==> src/rtl/regfile_sequencer.sv <==
// Multicycle register-transfer sequencer driving the 8-entry register file.
// Accepts one request, reads operands, writes back, then pulses done.
module regfile_sequencer #(
  parameter int W = 8
) (
  input  logic         clk,
  input  logic         reset,
  input  logic         req_valid,
  output logic         req_ready,
  input  logic [2:0]   req_op,
  input  logic [2:0]   req_rd,
  input  logic [2:0]   req_rs,
  input  logic [W-1:0] req_imm,
  input  logic [W-1:0] RD1,
  input  logic [W-1:0] RD2,
  output logic [2:0]   A_1,
  output logic [2:0]   A_2,
  output logic [2:0]   A_3,
  output logic [W-1:0] WD3,
  output logic         wen,
  output logic         done,
  output logic         err,
  output logic [W-1:0] result
);

  typedef enum logic [2:0] {
    S_IDLE,
    S_READ,
    S_WRITE1,
    S_WRITE2,
    S_DONE
  } state_e;

  localparam logic [2:0] OP_NOP  = 3'b000;
  localparam logic [2:0] OP_MOV  = 3'b001;
  localparam logic [2:0] OP_ADD  = 3'b010;
  localparam logic [2:0] OP_SUB  = 3'b011;
  localparam logic [2:0] OP_LDI  = 3'b100;
  localparam logic [2:0] OP_SWAP = 3'b101;
  localparam logic [2:0] OP_INC  = 3'b110;
  localparam logic [2:0] OP_RSV  = 3'b111;
  localparam logic [2:0] PC_REG  = 3'd7;

  state_e       state_q, state_d;
  logic [2:0]   op_q, rd_q, rs_q;
  logic [W-1:0] imm_q, a_q, res_q, res_d;
  logic         bad_q, bad_d;
  logic         done_q, err_q;
  logic [W-1:0] result_q;
  logic         accept, wr_op, skip, swap2;

  assign req_ready = (state_q == S_IDLE) && !reset;
  assign accept    = req_valid && req_ready;

  // R7 is the PC and is never a legal target
  assign wr_op = (req_op != OP_NOP) && (req_op != OP_RSV);
  assign bad_d = (req_op == OP_RSV)
              || (wr_op && req_rd == PC_REG)
              || (req_op == OP_SWAP && req_rs == PC_REG);

  assign skip  = bad_q || (op_q == OP_NOP);
  assign swap2 = (op_q == OP_SWAP) && (rd_q != rs_q);

  always_comb begin
    res_d = '0;
    case (op_q)
      OP_MOV:  res_d = RD2;
      OP_ADD:  res_d = RD1 + RD2;
      OP_SUB:  res_d = RD1 - RD2;
      OP_LDI:  res_d = imm_q;
      OP_SWAP: res_d = RD2;
      OP_INC:  res_d = RD1 + W'(1);
      default: res_d = '0;
    endcase
  end

  always_comb begin
    state_d = state_q;
    A_1     = '0;
    A_2     = '0;
    A_3     = '0;
    WD3     = '0;
    wen     = 1'b0;
    unique case (state_q)
      S_IDLE: begin
        if (accept) state_d = S_READ;
      end
      S_READ: begin
        A_1     = rd_q;
        A_2     = rs_q;
        state_d = skip ? S_DONE : S_WRITE1;
      end
      S_WRITE1: begin
        A_3     = rd_q;
        WD3     = res_q;
        wen     = 1'b1;
        state_d = swap2 ? S_WRITE2 : S_DONE;
      end
      S_WRITE2: begin
        A_3     = rs_q;
        WD3     = a_q;
        wen     = 1'b1;
        state_d = S_DONE;
      end
      S_DONE: begin
        state_d = S_IDLE;
      end
      default: state_d = S_IDLE;
    endcase
  end

  // done/err/result are registered, so they trail the DONE state by a cycle
  always_ff @(posedge clk) begin
    if (reset) begin
      state_q  <= S_IDLE;
      op_q     <= '0;
      rd_q     <= '0;
      rs_q     <= '0;
      imm_q    <= '0;
      bad_q    <= 1'b0;
      a_q      <= '0;
      res_q    <= '0;
      done_q   <= 1'b0;
      err_q    <= 1'b0;
      result_q <= '0;
    end else begin
      state_q <= state_d;
      if (accept) begin
        op_q  <= req_op;
        rd_q  <= req_rd;
        rs_q  <= req_rs;
        imm_q <= req_imm;
        bad_q <= bad_d;
      end
      if (state_q == S_READ) begin
        a_q   <= RD1;
        res_q <= res_d;
      end
      done_q   <= (state_q == S_DONE);
      err_q    <= (state_q == S_DONE) && bad_q;
      result_q <= (state_q == S_DONE && !skip) ? res_q : '0;
    end
  end

  assign done   = done_q;
  assign err    = err_q;
  assign result = result_q;

endmodule

==> config.mk <==
export PLATFORM = sky130hd
export DESIGN_NAME = regfile_sequencer
export DESIGN_NICKNAME = d
export VERILOG_FILES = /design/src/rtl/regfile_sequencer.sv
export SDC_FILE = /design/constraint.sdc
export NUM_CORES = 1
export LEC_CHECK = 0
export BUFFER_PORTS_ARGS = -buffer_cell sky130_fd_sc_hd__buf_2
export CAP_MARGIN = 20
export CORE_UTILIZATION = 30
export DETAILED_ROUTE_END_ITERATION = 16
export GPL_TIMING_DRIVEN = 0
export SKIP_LAST_GASP = 1
export SLEW_MARGIN = 20
export SYNTH_ARGS = -nofsm -noshare
export SYNTH_HDL_FRONTEND = slang
export SYNTH_SLANG_ARGS = --single-unit
export TNS_END_PERCENT = 5
==> constraint.sdc <==
create_clock -name clk -period 3 [get_ports clk]
set_input_delay 0.45 -clock clk [delete_from_list [all_inputs] [get_ports clk]]
set_output_delay 0.45 -clock clk [all_outputs]
set_load 0.03 [all_outputs]
### Yosys cells after proc, flatten, opt, wreduce, memory -nomap -nowiden

Index checks and enable logic that the tools add are counted.

* $add $sub $neg: 3
* equal/unequal tests: 17
* muxes and demuxes: 10
* bitwise logic cells: 1
* reduce and logical (&&, ||, !) cells: 19

Operators by type and width (count)
* $pmux W8 S5: 1
* $eq A3 B3 Y1 const B: 8
* $pmux W8 S2: 1
* $mux W3: 5
* $eq A3 B2 Y1 const B: 4
* $pmux W3 S4: 1
* $add A8 B1 Y8 const B: 1
* $add A8 B8 Y8: 1
* $logic_and A1 B1 Y1: 8
* $sub A8 B8 Y8: 1
* $eq A3 B1 Y1 const B: 2
* $logic_not A3 Y1: 2
* $pmux W3 S2: 1
* $reduce_or A2 Y1: 3
* $logic_or A1 B1 Y1: 3
* $ne A3 B3 Y1: 1
* $ne A3 B3 Y1 const B: 1
* $reduce_bool A3 Y1: 1
* $logic_not A1 Y1: 2
* $ne A2 B2 Y1 const B: 1
* $mux W1: 1
* $not A1 Y1: 1

* flip-flop bits (word level): 47
* bits of input ports: 36
* output and inout bits: 29
* word-level logic and storage cells: 61

### Longest topological paths before layout

* word-level depth: 6
* mapped depth: 13

### Least setup slack after synthesis

No wires, ideal clock.

* kind: reg2reg
* start: register op_q[1]
* end: register res_q[7]
* arrival time: 2.271 ns
* data required time: 2.880 ns
* path slack: 0.609 ns
* cell stages (with the launch flop): 14
* buffers on the path: 2
* cells stage by stage: dfxtp_1 > buf_2 > clkbuf_1 > nand2_1 > nor2_1 > o21ai_0 > nand3_1 > o21ai_1 > ha_1 > o211ai_1 > o211ai_1 > a21oi_1 > and4_1 > a211o_1

* cells in the longest elaborated chain, start to end: 3
* elaborated cells between the ends (all ways): 8
* those cells by class: eq/ne (6); mux (1); reduce/logical (1)

Ends and longest elaborated chain
* start: declaration: line 45 `logic [2:0] op_q, rd_q, rs_q;`
* start signal: assignment: line 129 `op_q <= req_op;`
* $eq A3 B3 Y1 / $eq A3 B1 Y1 (equally long branches): line 66 `case (op_q)`
* $reduce_or A2 Y1 (no source line)
* $pmux W8 S5 *: line 66
* end signal: assignment: line 137 `res_q <= res_d;`
* end: declaration: line 46 `logic [W-1:0] imm_q, a_q, res_q, res_d;`

Mark *: on every way between the ends. The rest lies on a longest branch, timed or not.
A chain may end at the register's enable or synchronous reset.

### Worst setup path after layout

* start: register op_q[2]
* end: register res_q[4]

Same word-level chain as after synthesis.

==> results.md <==
Status:
- The flow ran to the end, and the final reports show no timing, DRC or antenna violations.

Clock network:
- The number of sinks handled by clock tree synthesis is 47.
- Clock latency on the worst-skew pair, taken at its later pin, is 0.31 ns.
- In this run the clock root is driven by a clkbuf_8.
- The clock passes through at most 2 buffers.
- The H-tree depth reported by CTS is 2.
- After clock tree synthesis, the clock-pin slew on the worst setup and hold paths is 0.10 ns.
- The CTS buffer count is 5.
- TritonCTS built the clock tree.

Timing:
- Setup repair after global routing left no endpoint under its margin.
- The clock period could shrink to 2.71 ns.
- The hold slack is 0.311 ns.
- The final sum of negative setup slack is 0 ns.
- At the pin with the least slew margin, the transition time is 0.471 ns.
- The ratio of final minimum period to clock period is 0.903.
- The clock skew is 0.0123 ns.
- The final max-slew violation count is 0.
- Setup violations remaining at the end of the flow were counted as 0.
- Static timing analysis puts the maximum clock frequency at 0.369 GHz.
- The number of failing hold endpoints at the final stage is 0.
- The least setup slack across all paths after layout is 0.292 ns.
- The headroom to the max-slew limit is 0.686.

Cells and area:
- The synthesis-to-layout area growth is 22.0%.
- The most common cell after layout, fill and taps aside is buf_2.
- In the layout the commonest cells are buf_2, nand2_1, dfxtp_1.
- The number of antenna diodes is 0.
- Counting the fill cells in the layout gives 903.
- The final core area utilization is 0.378.
- The final layout contains 456 nets.
- In the final layout, the share of cells above drive strength 1 is 0.229.

Flow run:
- The count of max-cap constraint violations is 0.

Floorplanning:
- The placeable core region is 8720 um^2.
- The initialized floorplan defines 34 standard-cell rows.
- The die covers 9390 um^2.
- The starting density of the core is 0.310.
- The floorplan step set the die width to 96.9 um.
- For this design the top-level I/O count stands at 65.
- The die height is 96.9 um.

Worst setup path:
- The worst setup path is captured at a register.
- STA puts the critical path data required time at 3.22 ns.
- The worst path arrival time is 2.92 ns.
- The delay of the slowest cell on the worst path is 0.45 ns.
- The critical path is of the register to register type.
- The cell that appears most often on the critical path is nand2_1.
- The kind of launch point of the worst setup path is a register.
- The signal on the critical path passes through buf_2, buf_1, nor2_1, nand2_1, nand2_1, fa_1, a21o_1, a21oi_1, xor2_1, o22ai_1, a32o_1.
- Along the worst path, the maximum fanout reaches 10.
- The cell with the biggest individual delay on the critical path is fa_1.

Power:
- For this design the static power due to leakage is 1.51 nW.
- The ratio of total power to cell area is 478 nW/um^2.
- IR analysis of the VDD net gives a maximum drop of 201 uV.

Global route:
- Summed over all layers, the global routing overflow is 0.
- The first-pass GRT wire length is 12.1 mm.
- In the global route stage, overall resource usage came out at 0.157.
- The met3 layer usage reported by global route is 0.0296.
- Entering global routing, the biggest net connects 17 pins.
- The number of global-route vias before repair is 2496.
- The initial antenna violation count came to 0.
- The layer flagged by global routing as most heavily used is met2.
- The met2 track demand over resource is 0.253.
- For met1 alone, demand over resource in global routing was 0.215.

Synthesis:
- The number of synthesized register bits is 47.
- The count of flip-flops with a built-in enable after synthesis is 0.
- For this run, asynchronously set or reset flops after synthesis account for 0.
- The portion of the post-synthesis area used by sequential elements is 0.348.
- Yosys printed 0 warnings.
- The count of different cell masters after synthesis is 54.
- Counting every instance in the synthesized netlist gives 340.
- The dominant register cell in the synthesized netlist is dfxtp_1.
- The post-synth net total is 386.
- The mean instance size in the synthesized netlist is 7.95 um^2.
- The combined area of all synthesized cells is 2700 um^2.

Hold path:
- The tightest min-delay check is of the input port to register type.

Route:
- The first detailed-routing pass took 4 iterations.
- In this run the remaining antenna-violating nets after routing total 0.
- The via total after detailed routing is 2572.
- For this block, the routed nets add up to 7.20 mm of wire.
- The number of violations reported at the end of detailed-routing iteration 0 is 134.
- The DRC violation count after routing is 0.
- Dividing the detail-routed wire length by the instance count gives 13.9 um.
- The number of vias per cell after detailed routing is 4.96.

Placed design:
- At the end of routability-driven placement, the weighted congestion stood at 0.942.
- The detailed placer's ending HPWL is 5.77 mm.
- Before CTS, the worst setup slack after placement is 0.167 ns.
- The number of buffers inserted by port buffering is 64.
per-stage QoR:
| step | cells | total power, W | instance area [um^2] |
|---|---|---|---|
| after floorplan | 340 | 0.000907 | 2700 |
| after global placement | 512 | 0.00100 | 3160 |
| after detailed placement | 512 | 0.00101 | 3160 |
| after CTS | 520 | 0.00158 | 3300 |
| after global routing | 519 | 0.00165 | 3290 |
| final | 519 | 0.00158 | 3290 |
logic make-up after synthesis:
family | Yosys count | synth area share
AND/OR/NAND/NOR | 165 | 0.314
AO/OA/AOI/OAI | 73 | 0.179
flip-flops | 47 | 0.348
buffers and inverters | 27 | 0.0463
multiplexers | 12 | 0.0445
adder cells (fa/ha/maj) | 10 | 0.0491
XOR/XNOR | 6 | 0.0195
synthesized netlist by cell type (all sizes together), types with 4 or more instances:
library cell	count	area, um^2
and2	16	100
ha	9	113
nor3	5	30.0
a21oi	22	114
clkbuf	6	22.5
mux2i	12	120
o31ai	4	30.0
nand3	25	125
nand3b	4	42.5
a21o	4	30.0
xor2	5	43.8
buf	15	80.1
o21ai	12	60.1
nor2	25	93.8
inv	6	22.5
o211ai	5	37.5
nor2b	4	25.0
dfxtp	47	941
nand2	69	267
a22oi	4	30.0
nand2b	5	31.3
worst max-delay path: cells and delay by family (launching register included):
family          cells  cell delay (ns)
compound gates      4             0.80
buf+inv             2             0.56
fa+ha+maj           1             0.45
flops               1             0.32
simple gates        3             0.32
xor+xnor            1             0.17
state kept, by name, indices dropped and copies added, names as in the netlist:
| name | count |
|---|---|
| rs_q | 3 |
| res_q | 8 |
| result | 8 |
| bad_q | 1 |
| a_q | 8 |
| state_q | 3 |
| rd_q | 3 |
| imm_q | 8 |
| done | 1 |
| err | 1 |
| op_q | 3 |
final timing paths:
path | to | cells past startpoint | startpoint | slack (ns)
worst max register to register | res_q[4] | 11 | op_q[2] | 0.29
worst min-delay path | imm_q[0] | 3 | req_imm[0] | 0.31
worst min register to register | a_q[6] | 2 | a_q[6] | 0.46
worst max-delay path | res_q[4] | 11 | op_q[2] | 0.29
layer usage:
metal  vias to the layer above  share of wire
met1                      1146           0.49
met3                        10          0.055
li1                       1336              -
met5                         -              0
met4                         0          0.014
met2                        80           0.44
cell type report:
type	count	area, um^2	area share
clock inverters	3	71.3	0.0216
well taps	108	135	0.0410
clock buffers	5	68.8	0.0209
repair buffers	64	320	0.0972
inverters	6	22.5	0.00684
flip-flops and latches	47	942	0.286
multi-input cells	266	1640	0.496
plain buffers	20	98.8	0.0300
power by group:
group	total [W]	internal, W	switching [W]
clock	0.000580	0.000338	0.000241
sequential	0.000679	0.000656	0.0000234
combinational	0.000317	0.000124	0.000194
total	0.00158	0.00112	0.000458
what timing repair did:
action                                  4_1_cts  5_1_grt
setup buffers                                 0        0
endpoints found under the setup margin        0        2
hold buffers                                  0        0
resized for setup                             0        1
No activity file was read; power rests on OpenSTA's default activity.
